## src/rtl/pwm_fader_pkg.sv

```systemverilog
// pwm_pkg: shared duty limit, state encoding and readback field positions for the fader
package pwm_pkg;
  typedef logic [6:0] duty_t;
  localparam int DUTY_MAX = 100;
  localparam logic [1:0] S_IDLE = 2'd0;
  localparam logic [1:0] S_WAIT = 2'd1;
  localparam logic [1:0] S_STEP = 2'd2;
  localparam int RD_CUR_LSB  = 0;
  localparam int RD_RATE_LSB = 8;
  localparam int RD_BUSY_BIT = 16;
endpackage

```

## src/rtl/pwm_fader_if.sv

```systemverilog
// pwm_fader_if: register-bus write/readback bundle between a bus master and the fader
interface pwm_fader_if;
  logic [31:0] WD;
  logic        WE;
  logic [31:0] RD;
  modport master (output WD, output WE, input RD);
  modport slave  (input WD, input WE, output RD);
endinterface

```

## src/rtl/pwm_fader_tick_gen.sv

```systemverilog
// pwm_tick_gen: free-running 0..TICK_DIV-1 counter with a one-cycle tick on its last count
module pwm_tick_gen #(
  parameter int TICK_DIV = 118_877
) (
  input  logic clk,
  input  logic rst_n,
  input  logic clr,
  output logic tick
);
  localparam int W = TICK_DIV > 1 ? $clog2(TICK_DIV) : 1;
  logic [W-1:0] cnt_q, cnt_d;
  assign tick  = cnt_q == W'(TICK_DIV - 1);
  assign cnt_d = (clr || tick) ? '0 : cnt_q + 1'b1;
  // cycle counter, restarted by clr and wrapping after its last count
  always_ff @(posedge clk or negedge rst_n)
    if (!rst_n) cnt_q <= '0;
    else        cnt_q <= cnt_d;
endmodule

```

## src/rtl/pwm_fader.sv

```systemverilog
// pwm_fader: ramps a PWM duty value toward a written target one percent per rate ticks
module pwm_fader #(
  parameter int TICK_DIV = 118_877,
  parameter int DUTY_MAX = pwm_pkg::DUTY_MAX
) (
  input  logic        clk,
  input  logic        rst_n,
  pwm_fader_if.slave  bus,
  output logic [6:0]  duty_out,
  output logic        duty_we,
  output logic        busy
);
  import pwm_pkg::*;
  logic [1:0] state_q, state_d;
  duty_t      tgt_q, tgt_d, cur_q, cur_d, wt;
  logic [7:0] rate_q, rate_d, tcnt_q, tcnt_d, wr;
  logic       we_q, we_d, tick, last, wd_unused;
  assign wt        = bus.WD[6:0] > 7'(DUTY_MAX) ? 7'(DUTY_MAX) : bus.WD[6:0];
  assign wr        = bus.WD[15:8];
  assign wd_unused = ^{bus.WD[31:16], bus.WD[7]};
  assign last      = {1'b0, tcnt_q} + 9'd1 == {1'b0, rate_q};
  // the tick counter only needs to run while a ramp is pending; any write restarts the wait
  pwm_tick_gen #(.TICK_DIV(TICK_DIV)) u_tick (
    .clk   (clk),
    .rst_n (rst_n),
    .clr   (bus.WE || state_q == S_IDLE),
    .tick  (tick)
  );
  // next state: a write always wins over a pending step and is judged against the pre-step duty
  always_comb begin
    state_d = state_q;
    tgt_d   = tgt_q;
    rate_d  = rate_q;
    cur_d   = cur_q;
    tcnt_d  = tcnt_q;
    we_d    = 1'b0;
    if (bus.WE) begin
      tgt_d   = wt;
      rate_d  = wr;
      tcnt_d  = '0;
      cur_d   = (wt != cur_q && wr == '0) ? wt : cur_q;
      we_d    = wt != cur_q && wr == '0;
      state_d = (wt != cur_q && wr != '0) ? S_WAIT : S_IDLE;
    end else if (state_q == S_WAIT && tick) begin
      tcnt_d  = last ? '0 : tcnt_q + 8'd1;
      state_d = last ? S_STEP : S_WAIT;
    end else if (state_q == S_STEP) begin
      cur_d   = tgt_q > cur_q ? cur_q + 7'd1 : cur_q - 7'd1;
      we_d    = 1'b1;
      state_d = cur_d == tgt_q ? S_IDLE : S_WAIT;
    end
  end
  // state registers, all cleared immediately by reset so an aborted ramp leaves no pulse behind
  always_ff @(posedge clk or negedge rst_n)
    if (!rst_n) begin
      state_q <= S_IDLE;
      tgt_q   <= '0;
      rate_q  <= '0;
      cur_q   <= '0;
      tcnt_q  <= '0;
      we_q    <= 1'b0;
    end else begin
      state_q <= state_d;
      tgt_q   <= tgt_d;
      rate_q  <= rate_d;
      cur_q   <= cur_d;
      tcnt_q  <= tcnt_d;
      we_q    <= we_d;
    end
  assign duty_out = cur_q;
  assign duty_we  = we_q;
  assign busy     = tgt_q != cur_q;
  // readback is built purely from registered state
  always_comb begin
    bus.RD = '0;
    bus.RD[RD_BUSY_BIT]     = busy;
    bus.RD[RD_RATE_LSB +: 8] = rate_q;
    bus.RD[RD_CUR_LSB +: 7]  = cur_q;
  end
endmodule

```

## src/flat_wrapper.sv

```systemverilog
// flat-port wrapper written by rule: the top's interface ports become plain ports
module pwm_fader_flat import pwm_pkg::*;
#(
  parameter int TICK_DIV = 118_877,
  parameter int DUTY_MAX = pwm_pkg::DUTY_MAX
)
  (clk, rst_n, duty_out, duty_we, busy, bus_WD, bus_WE, bus_RD);
  pwm_fader_if bus_i ();
  input  logic clk;
  input  logic rst_n;
  output logic [6:0] duty_out;
  output logic duty_we;
  output logic busy;
  input wire logic [$bits(bus_i.WD)-1:0] bus_WD;
  input wire logic [$bits(bus_i.WE)-1:0] bus_WE;
  output wire logic [$bits(bus_i.RD)-1:0] bus_RD;
  assign bus_i.WD = bus_WD;
  assign bus_i.WE = bus_WE;
  assign bus_RD = bus_i.RD;
  pwm_fader #(.TICK_DIV(TICK_DIV), .DUTY_MAX(DUTY_MAX)) u_core (.clk(clk), .rst_n(rst_n), .bus(bus_i), .duty_out(duty_out), .duty_we(duty_we), .busy(busy));
endmodule
```

## config.mk

```make
export PLATFORM = sky130hd
export DESIGN_NAME = pwm_fader_flat
export DESIGN_NICKNAME = d
export VERILOG_FILES = /design/src/rtl/pwm_fader_pkg.sv /design/src/rtl/pwm_fader_if.sv /design/src/rtl/pwm_fader_tick_gen.sv /design/src/rtl/pwm_fader.sv /design/src/flat_wrapper.sv
export SDC_FILE = /design/constraint.sdc
export NUM_CORES = 1
export LEC_CHECK = 0
export ABC_AREA = 1
export CAP_MARGIN = 5
export CORE_UTILIZATION = 40
export DETAILED_ROUTE_END_ITERATION = 10
export PLACE_DENSITY = 0.76
export SYNTH_ARGS = -nofsm -noshare
export SYNTH_HDL_FRONTEND = slang
export SYNTH_SLANG_ARGS = --single-unit
```

## constraint.sdc

```tcl
create_clock -name clk -period 4.65 [get_ports clk]
set_clock_uncertainty 0.1 [all_clocks]
set_input_delay 0.6975 -clock clk [delete_from_list [all_inputs] [get_ports clk]]
set_output_delay 0.6975 -clock clk [all_outputs]
set_load 0.1 [all_outputs]
```

==> metrics.txt <==
Worst EP required=3.85 ns; Post-DP HPWL=5630 um; CTS Sinks=50; crit-path max FO=5; post-CTS setup buffer count=0; clock buffer count from CTS=5; Max H-tree Level=2; met1 usage=23.9%; Setup TNS=0 ns; final period utilization=74.2%; cell taking the most area after synthesis=dfrtp_1; CTS tree=yes; overall global routing resource usage=17.7%; Core Rows=33; largest net degree at the start of global routing=51; Syn Inst Count=478; clock transition at the registers of the reported paths=0.11 ns; Die Span X=95.4 um; grt met3 use=2.87%; Peak VDD IR=0.179 mV; FF+latch count, synth=50; power consumption=1150 uW; first-pass GRT wire length=12,900 um; number of port buffers=42; asr flop ratio synth=100%; initial core utilization=41.8%; Filler cells=803; Slew HR=34.7%; Leak=0.00183 uW; drt first-iter violations=122; actual slew at the worst max-slew pin=0.976 ns; status=completed; final slew viol count=0; vias in the first global route=2,888; Hold Crit Class=input pin to async pin; crit path DAT=2.65 ns; mapped cell area=3490 um^2; met2 Usage GRT=29.5%; Top FF cell, synth=dfrtp_1; DRC viols=0; largest buffer count on any clock path=2; Nets=565; global route overflow=0; max cap viols=0; RePlAce Congestion=0.854; diode count=0; clk root buf=clkbuf_8; io pins=76; f_max=290 MHz; CP endpoint kind=output port; Most Used Layer, Global Route=met2; register area share after synthesis=35.9%; Ys Warns=0; Startpoint Class=flip-flop; PwrDens=289 nW/um^2; Avg Vias per Cell=5.04; # hold bufs at CTS=0; Final Hold Viols=0; Resized cells post-CTS=0; Synth area leaders=dfrtp_1 36%, nand2_1 14%, nand3_1 6.2%, inv_1 5.8%, ha_1 5.4%; WL final=7390 um; Distinct cells, synth=34; antenna violations before repair=0; Syn Area/Cell=7.30 um^2; area grow syn2layout=14.2%; min Tclk post-route=3.45 ns; total die area=9100 um^2; Post-synth EDFFs=0; CP Class=flip-flop to output port; worst-skew pair later-pin latency=0.31 ns; unrepaired setup endpoints after global routing=false; core area=8340 um^2; final setup violation count=0; Pre-antenna DRT Iters=4; die height=95.4 um; post-synth top area share=35.9%; Antenna Nets Post-Route=0; layout cells sized above 1=9.13%; via count=3,122; DR WL/cell=11.9 um
critical path: stages, from the launching register on:
cell and delay (ns):
dfrtp_2 0.45, inv_1 0.10, ha_1 0.32, nand2_1 0.10
nor2_1 0.06, nand4_1 0.15, clkdlybuf4s50_1 1.17
routing by layer:
metal | wire length, um | vias up
li1 | - | 1602
met1 | 3510 | 1447
met2 | 3480 | 67
met3 | 327 | 6
met4 | 76 | 0
met5 | 0 | -
logic make-up after synthesis:
| family | count (synthesis) | synth area share, % |
|---|---|---|
| simple gates | 249 | 33.5 |
| xor+xnor | 8 | 2.01 |
| other cells | 1 | 0.108 |
| flops | 50 | 35.9 |
| fa+ha+maj | 16 | 5.95 |
| compound gates | 63 | 9.68 |
| buf+inv | 91 | 12.8 |
sequential cells by signal, summed over array words and instances (netlist names):
register / flops
u_core.duty_we: 1
u_core.rate_q: 8
u_core.tgt_q: 7
u_core.u_tick.cnt_q: 17
u_core.tcnt_q: 8
u_core.duty_out: 7
u_core.state_q: 2
final cells by class:
type	instances	area, um^2	share of cell area (%)
clock inverter	3	23.8	0.597
tap	105	131	3.30
sequential	50	1260	31.5
clock buffer	5	68.8	1.73
multi-input combinational	352	1850	46.3
inverter	61	229	5.75
timing repair buffer	44	430	10.8
power by group:
| part | switching (uW) | internal (uW) | total (uW) |
|---|---|---|---|
| Sequential | 22.6 | 454 | 477 |
| Combinational | 305 | 99.9 | 405 |
| Clock | 163 | 108 | 271 |
| Total | 491 | 662 | 1150 |
Yosys cell counts (7+ instances only):
cell type and instances:
nand2_1 128, inv_1 54, dfrtp_1 50, nand3_1 43
nor2_1 28, buf_4 24, a21oi_1 21, o21ai_0 21
ha_1 15, nand4_1 14, o21ai_1 13, inv_2 7
final timing paths:
path,start,to,slack [ns],depth (start not counted)
worst max-delay path,u_core.duty_out[4],busy,1.20,6
worst min-delay path,rst_n,u_core.u_tick.cnt_q[6],0.39,2
worst max register to register,u_core.duty_out[4],u_core.state_q[0],1.37,19
worst min register to register,u_core.u_tick.cnt_q[0],u_core.u_tick.cnt_q[0],0.42,1
max in group asynchronous,rst_n,u_core.duty_out[6],3.60,2
min in group clk,u_core.u_tick.cnt_q[0],u_core.u_tick.cnt_q[0],0.42,1
cells in the final DEF (no fill, tap or decap), drive strengths merged, types with 15 or more instances in the layout:
cell / n
nand2: 133
inv: 62
dfrtp: 50
nand3: 49
clkdlybuf4s50: 41
nor2: 36
o21ai: 35
a21oi: 21
conb: 16
ha: 15
nand4: 15
per-stage QoR:
| step | hold WS (ns) | cell area, um^2 | setup slack [ns] | util (%) | std cells |
|---|---|---|---|---|---|
| 2_1_floorplan | 0.302 | 3550 | 0.0700 | - | 493 |
| 3_3_place_gp | 0.389 | 3890 | 1.52 | 46.7 | 612 |
| 3_5_place_dp | 0.406 | 3890 | 1.46 | 46.7 | 612 |
| 4_1_cts | 0.416 | 3990 | 1.22 | 47.8 | 620 |
| 5_1_grt | 0.432 | 3990 | 1.02 | 47.8 | 620 |
| 6_report | 0.390 | 3990 | 1.20 | 47.8 | 620 |
Note: power is estimated with default switching activity, not from simulation.
